--- src/rtl/if_fetch_ctrl.sv ---
// Instruction-fetch controller: decodes the PC region into IMEM/BIOS read enables,
// aligns the source select with the 1-cycle read latency, holds the instruction across stalls
// and records unmapped fetches. Optional macro IF_ALIGN_CHECK_EN adds a misaligned-PC fault.
module if_fetch_ctrl #(
    parameter int unsigned       ADDR_W   = 32,
    parameter int unsigned       TAG_W    = 4,
    parameter logic [TAG_W-1:0]  IMEM_TAG = 4'b0001,
    parameter logic [TAG_W-1:0]  BIOS_TAG = 4'b0100,
    parameter int unsigned       INST_W   = 32,
    parameter logic [INST_W-1:0] NOP_INST = 32'h0000_0000,
    parameter int unsigned       CNT_W    = 8
) (
    input  logic              clk,
    input  logic              reset,
    input  logic [ADDR_W-1:0] pc,
    input  logic              stall,
    input  logic [INST_W-1:0] imem_dout,
    input  logic [INST_W-1:0] bios_dout,
    input  logic              fault_clr,
    output logic              imem_re,
    output logic              bios_re,
    output logic [INST_W-1:0] inst,
    output logic              inst_valid,
    output logic              fault,
    output logic [ADDR_W-1:0] fault_pc,
    output logic [CNT_W-1:0]  fault_cnt
);

    typedef enum logic [1:0] {SRC_NONE, SRC_IMEM, SRC_BIOS} src_e;
    typedef enum logic [1:0] {ST_BOOT, ST_RUN, ST_HOLD} state_e;

    state_e              state_q, state_d;
    src_e                src_q, src_d, src_dec;
    logic [INST_W-1:0]   hold_q, hold_d;
    logic                hold_v_q, hold_v_d;
    logic                fault_q, fault_d;
    logic [ADDR_W-1:0]   fault_pc_q, fault_pc_d;
    logic [CNT_W-1:0]    fault_cnt_q, fault_cnt_d;

    logic [TAG_W-1:0]    tag;
    logic                misalign;
    logic                fetch;
    logic                fault_hit;
    logic [INST_W-1:0]   run_inst;

    // Region decode; a misaligned PC (when checked) is treated as unmapped
    always_comb begin
        tag = pc[ADDR_W-1 -: TAG_W];
`ifdef IF_ALIGN_CHECK_EN
        misalign = (pc[1:0] != 2'b00);
`else
        misalign = 1'b0;
`endif
        fetch   = !reset && !stall;
        src_dec = SRC_NONE;
        if (!misalign && tag == IMEM_TAG)      src_dec = SRC_IMEM;
        else if (!misalign && tag == BIOS_TAG) src_dec = SRC_BIOS;
        imem_re   = fetch && (src_dec == SRC_IMEM);
        bios_re   = fetch && (src_dec == SRC_BIOS);
        fault_hit = fetch && (src_dec == SRC_NONE);
        src_d     = fetch ? src_dec : src_q;
    end

    always_comb begin
        case (src_q)
            SRC_IMEM: run_inst = imem_dout;
            SRC_BIOS: run_inst = bios_dout;
            default:  run_inst = NOP_INST;
        endcase
    end

    // Next-state and instruction output; HOLD replays the captured word until release
    always_comb begin
        state_d    = state_q;
        hold_d     = hold_q;
        hold_v_d   = hold_v_q;
        inst       = NOP_INST;
        inst_valid = 1'b0;
        case (state_q)
            ST_BOOT: begin
                if (!stall) state_d = ST_RUN;
            end
            ST_RUN: begin
                inst       = run_inst;
                inst_valid = (src_q != SRC_NONE);
                if (stall) begin
                    hold_d   = run_inst;
                    hold_v_d = (src_q != SRC_NONE);
                    state_d  = ST_HOLD;
                end
            end
            ST_HOLD: begin
                inst       = hold_q;
                inst_valid = hold_v_q;
                if (!stall) state_d = ST_RUN;
            end
            default: state_d = ST_BOOT;
        endcase
    end

    // Fault bookkeeping; a fault on the clearing edge wins over the clear
    always_comb begin
        fault_d     = fault_q;
        fault_pc_d  = fault_pc_q;
        fault_cnt_d = fault_cnt_q;
        if (fault_hit) begin
            fault_d = 1'b1;
            if (fault_clr) begin
                fault_pc_d  = pc;
                fault_cnt_d = CNT_W'(1);
            end else begin
                if (!fault_q) fault_pc_d = pc;
                if (fault_cnt_q != {CNT_W{1'b1}}) fault_cnt_d = fault_cnt_q + CNT_W'(1);
            end
        end else if (fault_clr) begin
            fault_d     = 1'b0;
            fault_pc_d  = '0;
            fault_cnt_d = '0;
        end
    end

    always_ff @(posedge clk or posedge reset) begin
        if (reset) begin
            state_q     <= ST_BOOT;
            src_q       <= SRC_NONE;
            hold_q      <= NOP_INST;
            hold_v_q    <= 1'b0;
            fault_q     <= 1'b0;
            fault_pc_q  <= '0;
            fault_cnt_q <= '0;
        end else begin
            state_q     <= state_d;
            src_q       <= src_d;
            hold_q      <= hold_d;
            hold_v_q    <= hold_v_d;
            fault_q     <= fault_d;
            fault_pc_q  <= fault_pc_d;
            fault_cnt_q <= fault_cnt_d;
        end
    end

    assign fault     = fault_q;
    assign fault_pc  = fault_pc_q;
    assign fault_cnt = fault_cnt_q;

endmodule

--- config.mk ---
export PLATFORM = sky130hd
export DESIGN_NAME = if_fetch_ctrl
export DESIGN_NICKNAME = d
export VERILOG_FILES = /design/src/rtl/if_fetch_ctrl.sv
export SDC_FILE = /design/constraint.sdc
export NUM_CORES = 1
export LEC_CHECK = 0
export BUFFER_PORTS_ARGS = -buffer_cell sky130_fd_sc_hd__buf_4
export CORE_UTILIZATION = 29
export DETAILED_ROUTE_END_ITERATION = 6
export SYNTH_ARGS = -nofsm -noshare
export SYNTH_HDL_FRONTEND = slang
export SYNTH_SLANG_ARGS = --single-unit
--- constraint.sdc ---
create_clock -name clk -period 2.9 [get_ports clk]
set_clock_uncertainty 0.1 [all_clocks]
set_input_delay 0.145 -clock clk [delete_from_list [all_inputs] [get_ports clk]]
set_output_delay 0.145 -clock clk [all_outputs]
set_load 0.01 [all_outputs]
==> results.md, run 1 <==
* I/O Pins at 176
* CP Launch Type: register
* Crit path DAT at 2.12 ns
* Hpwl dp at 7740 µm
* Fillcell total at 1,298
* Reg2Reg Launch Point: fault$_DFFE_PP0P_
* Crit-path max cell delay at 0.50 ns
* Final Hold Viols at 0
* Final period utilization at 0.817
* Crit path max-delay family: buffers and inverters
* Non-Filler Instances at 792
* # rows at 42
* CP endpoint kind: output pin
* Netlist cell types at 37
* Main synth FF type: dfrtp_1
* Crit Path Category: reg -> out
* IO Port Bufs at 175
* Min Hold Slack at 0.0396 ns
* NumNets Final at 718
* Die Height at 120 µm
* Clock root cell: clkbuf_16
* PD cells at 538 nW/µm²
* Most frequent cells in the layout: buf_4 (183), dfrtp_1 (78), nand2_1 (74)
* Core area at 13,500 µm²
* CTS Buf Count at 9
* Maxcap violations at 0
* Yosys top cell area share at 0.479
* First-pass GRT wire length at 20,000 µm
* Layout area overhead at 50.8%
* Cell total after placement at 743
* Initial drt markers at 169
* CTS tree: done
* Final slew viol count at 0
* Critical Path Most Common Cell: buf_4
* Synth warnings at 0
* Post-layout min period at 2.37 ns
* N_diodes at 0
* CP Depth at 6
* Synthesized area per cell at 9.60 µm²
* Commonest non-fill, non-tap cell in the layout: buf_4
* CP max stage cell: buf_4
* Asr flop ratio synth at 1.00
* GPL Wtd Cong at 0.736
* Clock Latency Late Sink at 0.33 ns
* Total number of vias at 3,967
* Mapped Area at 4070 µm²
* Fmax at 422 MHz
* HP Class: in -> reg
* Clock Pin Slew Worst Setup and Hold Paths at 0.06 ns
* Antenna violations before repair at 0
* RSZ-0062 raised after global routing: no
* Synth area leader: dfrtp_1
* Max IR drop VDD at 0.494 mV
* Status: finished, final reports clean
* Die width at 120 µm
* Setup crit end: inst[5]
* Avg Vias per Cell at 5.01
* Wire per inst at 15.5 µm
* Leakage at 2.79 nW
* Pre-Repair DR Iteration Count at 4
* Mapped Nets at 531
* R2r setup slk at 1.01 ns
* Final wirelength at 12,300 µm
* CP required at 2.65 ns
* Vias in the first global route at 3,947
* Pin count of the biggest net entering global routing at 79
* Share of layout cells above drive strength 1 at 0.336
* Crit-path cells: inv_1 -> ha_2 -> buf_4 -> a32oi_1 -> nor2b_1 -> buf_4
* #FFs+latches synth at 78
* Remaining global-route overflow at 0
* H-tree depth at 3
* Post-CTS Hold Buffers at 33
* Die area at 14,500 µm²
* All-Layer GR Usage at 0.172
* WP buf/inv at 3
* Post-synth EDFFs at 0
* Crit. Startpoint: src_q[1]$_DFFE_PP0P_
* Largest cells by area after synthesis: dfrtp_1 (48%), a22o_1 (13%), nand2_1 (6.9%)
* Final Setup Violations at 0
* CTS resizes at 0
* Reg2reg end: fault_pc[23]$_DFFE_PP0P_
* Worst-Margin Slew at 1.11 ns
* Post-route ant nets at 0
* Clock Tree Buf Depth at 2
* Initial core utilization at 0.303
* Maximum fanout along the worst path at 64
* Sink Count at 78
* Depth of the worst register-to-register path at 3
* Tightest slew margin relative to the limit at 0.257
* Drc violations at 0
* Seq/Total Area, Yosys at 0.479
* Setup bufs post-CTS at 0
* TNS Setup at 0 ns
* Post-Syn Instances at 424
power breakdown:
part           switching [mW]  internal, mW  leakage (nW)
registers              0.0435          1.16          1.06
clock network           0.459         0.669         0.146
logic                   0.560         0.416          1.58
total                    1.06          2.24          2.79
layout make-up:
cell class	count	area, µm²	share of cell area
Sequential cell	78	1950	0.318
Multi-Input combinational cell	296	1920	0.313
Timing Repair Buffer	216	1700	0.278
Clock buffer	9	225	0.0367
Tap cell	176	220	0.0359
Clock inverter	7	73.8	0.0120
Inverter	10	41.3	0.00673
layer usage:
layer | GRT usage | up-vias | share of wire
met4 | 0.0432 | 0 | 0.0074
li1 | - | 1939 | -
met3 | 0.0410 | 9 | 0.077
met1 | 0.226 | 1839 | 0.45
met2 | 0.284 | 180 | 0.47
met5 | 0 | - | 0
how the worst min path moves through the flow:
stage                     startpoint  slack [ns]  cells after the start                        to
after global placement        pc[16]        0.27                      2  fault_pc[16]$_DFFE_PP0P_
after detailed placement       pc[7]        0.27                      2   fault_pc[7]$_DFFE_PP0P_
after floorplan               pc[29]        0.18                      2  fault_pc[29]$_DFFE_PP0P_
after CTS                      stall        0.03                      4    state_q[0]$_DFFE_PP0P_
final                          stall        0.04                      4    state_q[0]$_DFFE_PP0P_
after global routing           reset        0.06                      4  fault_pc[29]$_DFFE_PP0P_
sequential cells by signal, summed over array words and instances, names as in the netlist:
signal     cells
fault          1
fault_cnt      8
fault_pc      32
hold_q        32
hold_v_q       1
src_q          2
state_q        2
tightest hold or removal path, stage by stage:
cell and delay (ns):
buf_4 0.12, nor2_1 0.04, nand2_1 0.05, o21ai_0 0.07
synthesized netlist by cell type (all sizes together), types with 3 or more instances:
cell	number
dfrtp	78
o31ai	4
buf	14
a31oi	3
a21oi	10
a32oi	32
inv	10
o21ai	37
nor2b	33
or4	4
nand2	75
ha	7
a22o	62
clkbuf	26
a21o	3
cell families after synthesis:
kind of cell    count (synthesis)  synth area share
compound gates                157             0.289
simple gates                  131             0.158
flops                          78             0.479
buf+inv                        50            0.0504
fa+ha+maj                       7            0.0215
xor+xnor                        1           0.00215
per-stage QoR:
| step | worst slack, ns | utilization | power [mW] | area, µm² |
|---|---|---|---|---|
| after CTS | 0.499 | 0.456 | 3.35 | 6140 |
| after global routing | 0.360 | 0.456 | 3.52 | 6140 |
| after global placement | 0.818 | 0.410 | 2.15 | 5510 |
| after floorplan | 0.782 | - | 1.81 | 4080 |
| after detailed placement | 0.756 | 0.410 | 2.17 | 5510 |
| final | 0.530 | 0.456 | 3.30 | 6140 |
Power figures use the tool's default switching activity.
==> run 2: changes to the inputs <==
Clock period 2.9 ns to 1.95 ns, I/O delays scaled along.
==> results.md, run 2 (same netlist as run 1, synthesis figures left out) <==
* Drc violations at 0 (unchanged)
* RSZ-0062 raised after global routing: yes (was no)
* Final period utilization at 1.05
* Most frequent cells in the layout: buf_4 (194), dfrtp_1 (78), nand2_1 (73) (was buf_4 (183), dfrtp_1 (78), nand2_1 (74))
* CP endpoint kind: output pin (unchanged)
* Area post-placement at 5650 µm² (was 5510 µm²)
* Final wirelength at 13,300 µm (was 12,300 µm)
* CTS Buf Count at 9 (unchanged)
* Final Hold Viols at 0 (unchanged)
* Min Hold Slack at 0.0905 ns (was 0.0396 ns)
* GPL Wtd Cong at 0.733 (was 0.736)
* Cell-internal power at 3.88 mW (was 2.24 mW)
* Crit path max-delay family: compound AO/OA/AOI/OAI gates (was buffers and inverters)
* Clk pwr share at 0.357 (was 0.341)
* Remaining global-route overflow at 0 (unchanged)
* Clock root cell: clkbuf_16 (unchanged)
* CP max stage cell: dfrtp_1 (was buf_4)
* Vias in the first global route at 4,131 (was 3,947)
* CTS tree: done (unchanged)
* Antenna violations before repair at 1 (was 0)
* Max IR drop VDD at 0.440 mV (was 0.494 mV)
* HP Class: in -> reg (unchanged)
* Status: complete, but fails checks (was finished, final reports clean)
* Reg power frac at 0.325 (was 0.364)
* Hpwl dp at 8040 µm (was 7740 µm)
* Post-layout min period at 2.05 ns
* WP buf/inv at 3 (unchanged)
* Avg Vias per Cell at 5.03 (was 5.01)
* Pre-Repair DR Iteration Count at 6 (was 4)
* CP Launch Type: register (unchanged)
* Total chip power at 5.52 mW (was 3.30 mW)
* NetSw at 1.64 mW (was 1.06 mW)
* Maxcap violations at 0 (unchanged)
* Net Sw Frac at 0.297 (was 0.321)
* N_diodes at 0 (unchanged)
* Tightest slew margin relative to the limit at 0.326 (was 0.257)
* CP required at 1.75 ns (was 2.65 ns)
* Post-route ant nets at 0 (unchanged)
* IO Port Bufs at 175 (unchanged)
* Comb pwr share at 0.318 (was 0.295)
* Post-route cell area at 6670 µm² (was 6140 µm²)
* Clock Pin Slew Worst Setup and Hold Paths at 0.06 ns (about the same)
* Clock Tree Buf Depth at 2 (unchanged)
* Maximum fanout along the worst path at 16 (was 64)
* Commonest non-fill, non-tap cell in the layout: buf_4 (unchanged)
* Final slew viol count at 0 (unchanged)
* Die Height at 120 µm (unchanged)
* First-pass GRT wire length at 20,500 µm (was 20,000 µm)
* Crit Path Category: reg -> out (unchanged)
* TNS Setup at -2.22 ns (was 0 ns)
* Clock Latency Late Sink at 0.33 ns (about the same)
* Crit-path cells: buf_6 -> ha_4 -> buf_16 -> a22o_1 -> a32oi_1 -> nor2b_1 -> buf_4 (was inv_1 -> ha_2 -> buf_4 -> a32oi_1 -> nor2b_1 -> buf_4)
* Share of layout cells above drive strength 1 at 0.371 (was 0.336)
* Pin count of the biggest net entering global routing at 79 (unchanged)
* I/O Pins at 176 (unchanged)
* PD cells at 828 nW/µm² (was 538 nW/µm²)
* Failing checks: negative setup slack
* Layout area overhead at 63.8% (was 50.8%)
* Crit-path max cell delay at 0.39 ns (was 0.50 ns)
* NumNets Final at 746 (was 718)
* Initial core utilization at 0.303 (unchanged)
* Die area at 14,500 µm² (unchanged)
* All-Layer GR Usage at 0.180 (was 0.172)
* Initial drt markers at 235 (was 169)
* # rows at 42 (unchanged)
* Core area at 13,500 µm² (unchanged)
* Fmax at 488 MHz
* Final Setup Violations at 32 (was 0)
* H-tree depth at 3 (unchanged)
* Sink Count at 78 (unchanged)
* Slack of the critical path at -0.100 ns (was 0.530 ns)
* Die width at 120 µm (unchanged)
* Crit path DAT at 1.85 ns (was 2.12 ns)
* Total number of vias at 4,122 (was 3,967)
* Leakage at 3.02 nW (was 2.79 nW)
* Worst-Margin Slew at 1.01 ns (was 1.11 ns)
* Wire per inst at 16.2 µm (was 15.5 µm)
-- run 2: cell count changes in the layout (fill, tap and decap cells not counted), moves of 2 or more --
cell	delta
dlygate4sd3_1	+3
buf_4	+11
clkbuf_16	+2
bufinv_16	+2
buf_12	+7
ha_1	-4
clkinv_2	-2
buf_16	+2
buf_6	+3
clkbuf_8	+2
clkinv_4	-2
ha_4	+3
-- run 2: metal layers --
layer / wire length, µm / global-route usage / vias up / share of wire
met3: 868 / 0.0410 / 16 / 0.065
met5: 13 / 0 / - / 0.00098
li1: - / - / 1994 / -
met4: 258 / 0.0610 / 2 / 0.019
met2: 6220 / 0.300 / 155 / 0.47
met1: 5900 / 0.229 / 1955 / 0.44
-- run 2: path summary, 6_finish.rpt --
check	from	end	slack (ns)	cells past startpoint
max	src_q[0]$_DFFE_PP0P_	inst[11]	-0.10	7
min	bios_dout[12]	hold_q[12]$_DFFE_PP0P_	0.09	4
max reg2reg	fault_cnt[0]$_DFFE_PP0P_	fault_cnt[5]$_DFFE_PP0P_	0.17	4
min reg2reg	hold_q[19]$_DFFE_PP0P_	hold_q[19]$_DFFE_PP0P_	0.38	2
max in group asynchronous	reset	hold_q[8]$_DFFE_PP0P_	0.46	4
min in group asynchronous	reset	src_q[1]$_DFFE_PP0P_	0.63	4
-- run 2: stage by stage --
step / std cells / utilization / worst slack [ns]
6_report: 820 / 0.496 / -0.100
5_1_grt: 820 / 0.496 / -0.193
2_1_floorplan: 424 / - / -0.0453
3_5_place_dp: 748 / 0.420 / 0.109
4_1_cts: 816 / 0.489 / -0.106
3_3_place_gp: 748 / 0.420 / 0.156
-- run 2: layout make-up --
cell class                 count  area, µm²
sequential                    78       1950
tap                          176        220
clock buffer                  11        253
fill                        1266       6790
timing repair buffer         244       2100
clock inverter                 5        105
inverter                      10       41.3
multi-input combinational    296       2000
-- run 2: power groups by stage --
stage	sequential, mW	combinational, mW	clock, mW
4_1_cts	1.79	1.69	2.03
3_5_place_dp	1.81	1.58	0
3_3_place_gp	1.81	1.56	0
5_1_grt	1.80	1.88	2.11
6_report	1.79	1.76	1.97
2_1_floorplan	1.83	0.866	0
-- run 2: worst register-to-register path, stage by stage (launching register included) --
cell     delay [ns]
dfrtp_1        0.41
ha_1           0.30
and4_4         0.25
or4_1          0.47
a21oi_1        0.16
-- run 2: timing repair --
action / in CTS / in global routing
cloned: 2 / 2
setup endpoints to repair: 33 / 62
pin swaps: 53 / 17
hold endpoints to repair: 41 / 0
resized for setup: 12 / 4
hold buffers: 36 / 0
buffers inserted: 14 / 2
==> run 3: changes to the inputs <==
Settings changed: CORE_ASPECT_RATIO set to 0.8, SETUP_SLACK_MARGIN set to 0.5.
==> results.md, run 3 (same netlist as run 1, synthesis figures left out) <==
* Status: complete, but fails checks (unchanged)
* Failing checks: negative setup slack (unchanged)
* Wire per inst at 17.7 µm (was 16.2 µm)
* # rows at 38 (was 42)
* Share of layout cells above drive strength 1 at 0.471 (was 0.371)
* CTS Buf Count at 9 (unchanged)
* Hpwl dp at 8120 µm (was 8040 µm)
* Area post-placement at 5680 µm² (was 5650 µm²)
* Leakage at 3.29 nW (was 3.02 nW)
* Die width at 134 µm (was 120 µm)
* Avg Vias per Cell at 5.20 (was 5.03)
* Post-route cell area at 7290 µm² (was 6670 µm²)
* Drc violations at 0 (unchanged)
* NumNets Final at 767 (was 746)
* Crit-path max cell delay at 0.44 ns (was 0.39 ns)
* HP Class: in -> reg (unchanged)
* Final slew viol count at 0 (unchanged)
* Final Hold Viols at 0 (unchanged)
* First-pass GRT wire length at 23,300 µm (was 20,500 µm)
* Clock Tree Buf Depth at 2 (unchanged)
* Maxcap violations at 0 (unchanged)
* Remaining global-route overflow at 0 (unchanged)
* GPL Wtd Cong at 0.759 (was 0.733)
* Antenna violations before repair at 0 (was 1)
* CP max stage cell: dfrtp_2 (was dfrtp_1)
* Clock Pin Slew Worst Setup and Hold Paths at 0.07 ns (was 0.06 ns)
* Hold-critical path depth at 3 (was 4)
* Die Height at 108 µm (was 120 µm)
* PD cells at 863 nW/µm² (was 828 nW/µm²)
* Total chip power at 6.30 mW (was 5.52 mW)
* Pin count of the biggest net entering global routing at 79 (unchanged)
* Post-layout min period at 2.01 ns (was 2.05 ns)
* I/O Pins at 176 (unchanged)
* IO Port Bufs at 175 (unchanged)
* Clock Latency Late Sink at 0.33 ns (about the same)
* N_diodes at 0 (unchanged)
* WP buf/inv at 2 (was 3)
* Commonest non-fill, non-tap cell in the layout: buf_4 (unchanged)
* Vias in the first global route at 4,406 (was 4,131)
* Clock root cell: clkbuf_16 (unchanged)
* Final Setup Violations at 31 (was 32)
* CP endpoint kind: output pin (unchanged)
* Total number of vias at 4,395 (was 4,122)
* Initial drt markers at 206 (was 235)
* Crit path DAT at 1.81 ns (was 1.85 ns)
* Crit Path Category: reg -> out (unchanged)
* Final period utilization at 1.03 (was 1.05)
* Post-route ant nets at 0 (unchanged)
* CTS tree: done (unchanged)
* All-Layer GR Usage at 0.209 (was 0.180)
* CP required at 1.75 ns (about the same)
* Max IR drop VDD at 0.574 mV (was 0.440 mV)
* H-tree depth at 3 (unchanged)
* CP Launch Type: register (unchanged)
* Crit path max-delay family: flip-flops (was compound AO/OA/AOI/OAI gates)
* Slack of the critical path at -0.0623 ns (was -0.100 ns)
* Fillcell total at 1,218 (was 1,266)
* Reg2reg end: hold_q[11]$_DFFE_PP0P_ (was fault_cnt[5]$_DFFE_PP0P_)
* RSZ-0062 raised after global routing: yes (unchanged)
* Most frequent cells in the layout: buf_4 (194), dfrtp_1 (76), a22o_1 (60) (was buf_4 (194), dfrtp_1 (78), nand2_1 (73))
* Fmax at 497 MHz (was 488 MHz)
* Crit-path cells: ha_4 -> buf_12 -> a22o_1 -> a32oi_1 -> nor2b_1 -> buf_4 (was buf_6 -> ha_4 -> buf_16 -> a22o_1 -> a32oi_1 -> nor2b_1 -> buf_4)
* Sink Count at 78 (unchanged)
* Worst-Margin Slew at 0.430 ns (was 1.01 ns)
* HP Start: pc[28] (was bios_dout[12])
* R2r setup slk at 0.38 ns (was 0.17 ns)
* Reg2Reg Launch Point: state_q[1]$_DFFE_PP0P_ (was fault_cnt[0]$_DFFE_PP0P_)
* Final wirelength at 14,900 µm (was 13,300 µm)
* Die area at 14,500 µm² (about the same)
* Depth of the worst register-to-register path at 8 (was 4)
* Crit. Startpoint: src_q[0]$_DFFE_PP0P_ (unchanged)
* Maximum fanout along the worst path at 10 (was 16)
* Layout area overhead at 79.2% (was 63.8%)
* Initial core utilization at 0.298 (was 0.303)
* Tightest slew margin relative to the limit at 0.713 (was 0.326)
* Core area at 13,600 µm² (was 13,500 µm²)
* Pre-Repair DR Iteration Count at 4 (was 6)
* Hold EP: src_q[1]$_DFFE_PP0P_ (was hold_q[12]$_DFFE_PP0P_)
[run 3: cell count changes in the layout (fill, tap and decap cells not counted), sizes merged]
cell      before  now
clkbuf        13    9
clkinv         0    1
buf          206  228
clkinvlp       3    2
bufinv         3    2
bufbuf         0    1
inv            9   12
[run 3: metal layers]
metal  GRT usage  part of all wire  wire length, µm
met2       0.344              0.49             7320
met3      0.0366             0.053              792
met4      0.0698             0.020              298
met1       0.279              0.44             6520
met5           0                 0                0
[run 3: worst max-delay path by stage]
stage	end	slack (ns)	cells past startpoint
2_1_floorplan	src_q[0]$_DFFE_PP0P_	-0.05	4
3_3_place_gp	inst[22]	0.18	6
3_5_place_dp	inst[22]	0.15	6
4_1_cts	inst[10]	-0.08	6
5_1_grt	inst[18]	-0.16	7
6_report	inst[10]	-0.06	6
[run 3: worst min-delay path: stages]
cell and delay [ns]:
buf_4 0.12, nor4_4 0.05, a21o_1 0.14
[run 3: area by class of cell]
class / count / area (µm²) / area share
clock inverter: 7 / 105 / 0.0144
multi-input combinational: 296 / 2270 / 0.311
inverter: 10 / 41.3 / 0.00566
tap: 180 / 225 / 0.0309
timing repair buffer: 265 / 2470 / 0.339
sequential: 78 / 1950 / 0.268
clock buffer: 9 / 225 / 0.0309
[run 3: where the power goes]
group / total [mW] / leakage, nW / internal [mW] / switching, mW
clock: 1.86 / 0.159 / 1.14 / 0.719
combinational: 2.63 / 2.07 / 1.39 / 1.25
sequential: 1.80 / 1.06 / 1.72 / 0.0790
[run 3: what timing repair did]
item,4_1_cts,5_1_grt
setup buffers,28,5
endpoints found under the hold margin,117,0
setup endpoints to repair,73,93
hold buffers,36,0
pin swaps,64,21
cloned,9,0
resized for setup,75,56
[run 3: through the flow]
step / utilization / TNS (ns) / std cells / hold slack (ns) / setup slack, ns
floorplan: - / -0.0552 / 424 / 0.124 / -0.0453
global placement: 0.416 / 0 / 751 / 0.218 / 0.183
detailed placement: 0.416 / 0 / 751 / 0.227 / 0.154
CTS: 0.517 / -1.51 / 840 / 0.00125 / -0.0753
global route: 0.535 / -3.85 / 845 / 0.0132 / -0.164
finish: 0.535 / -1.12 / 845 / 0.00709 / -0.0623
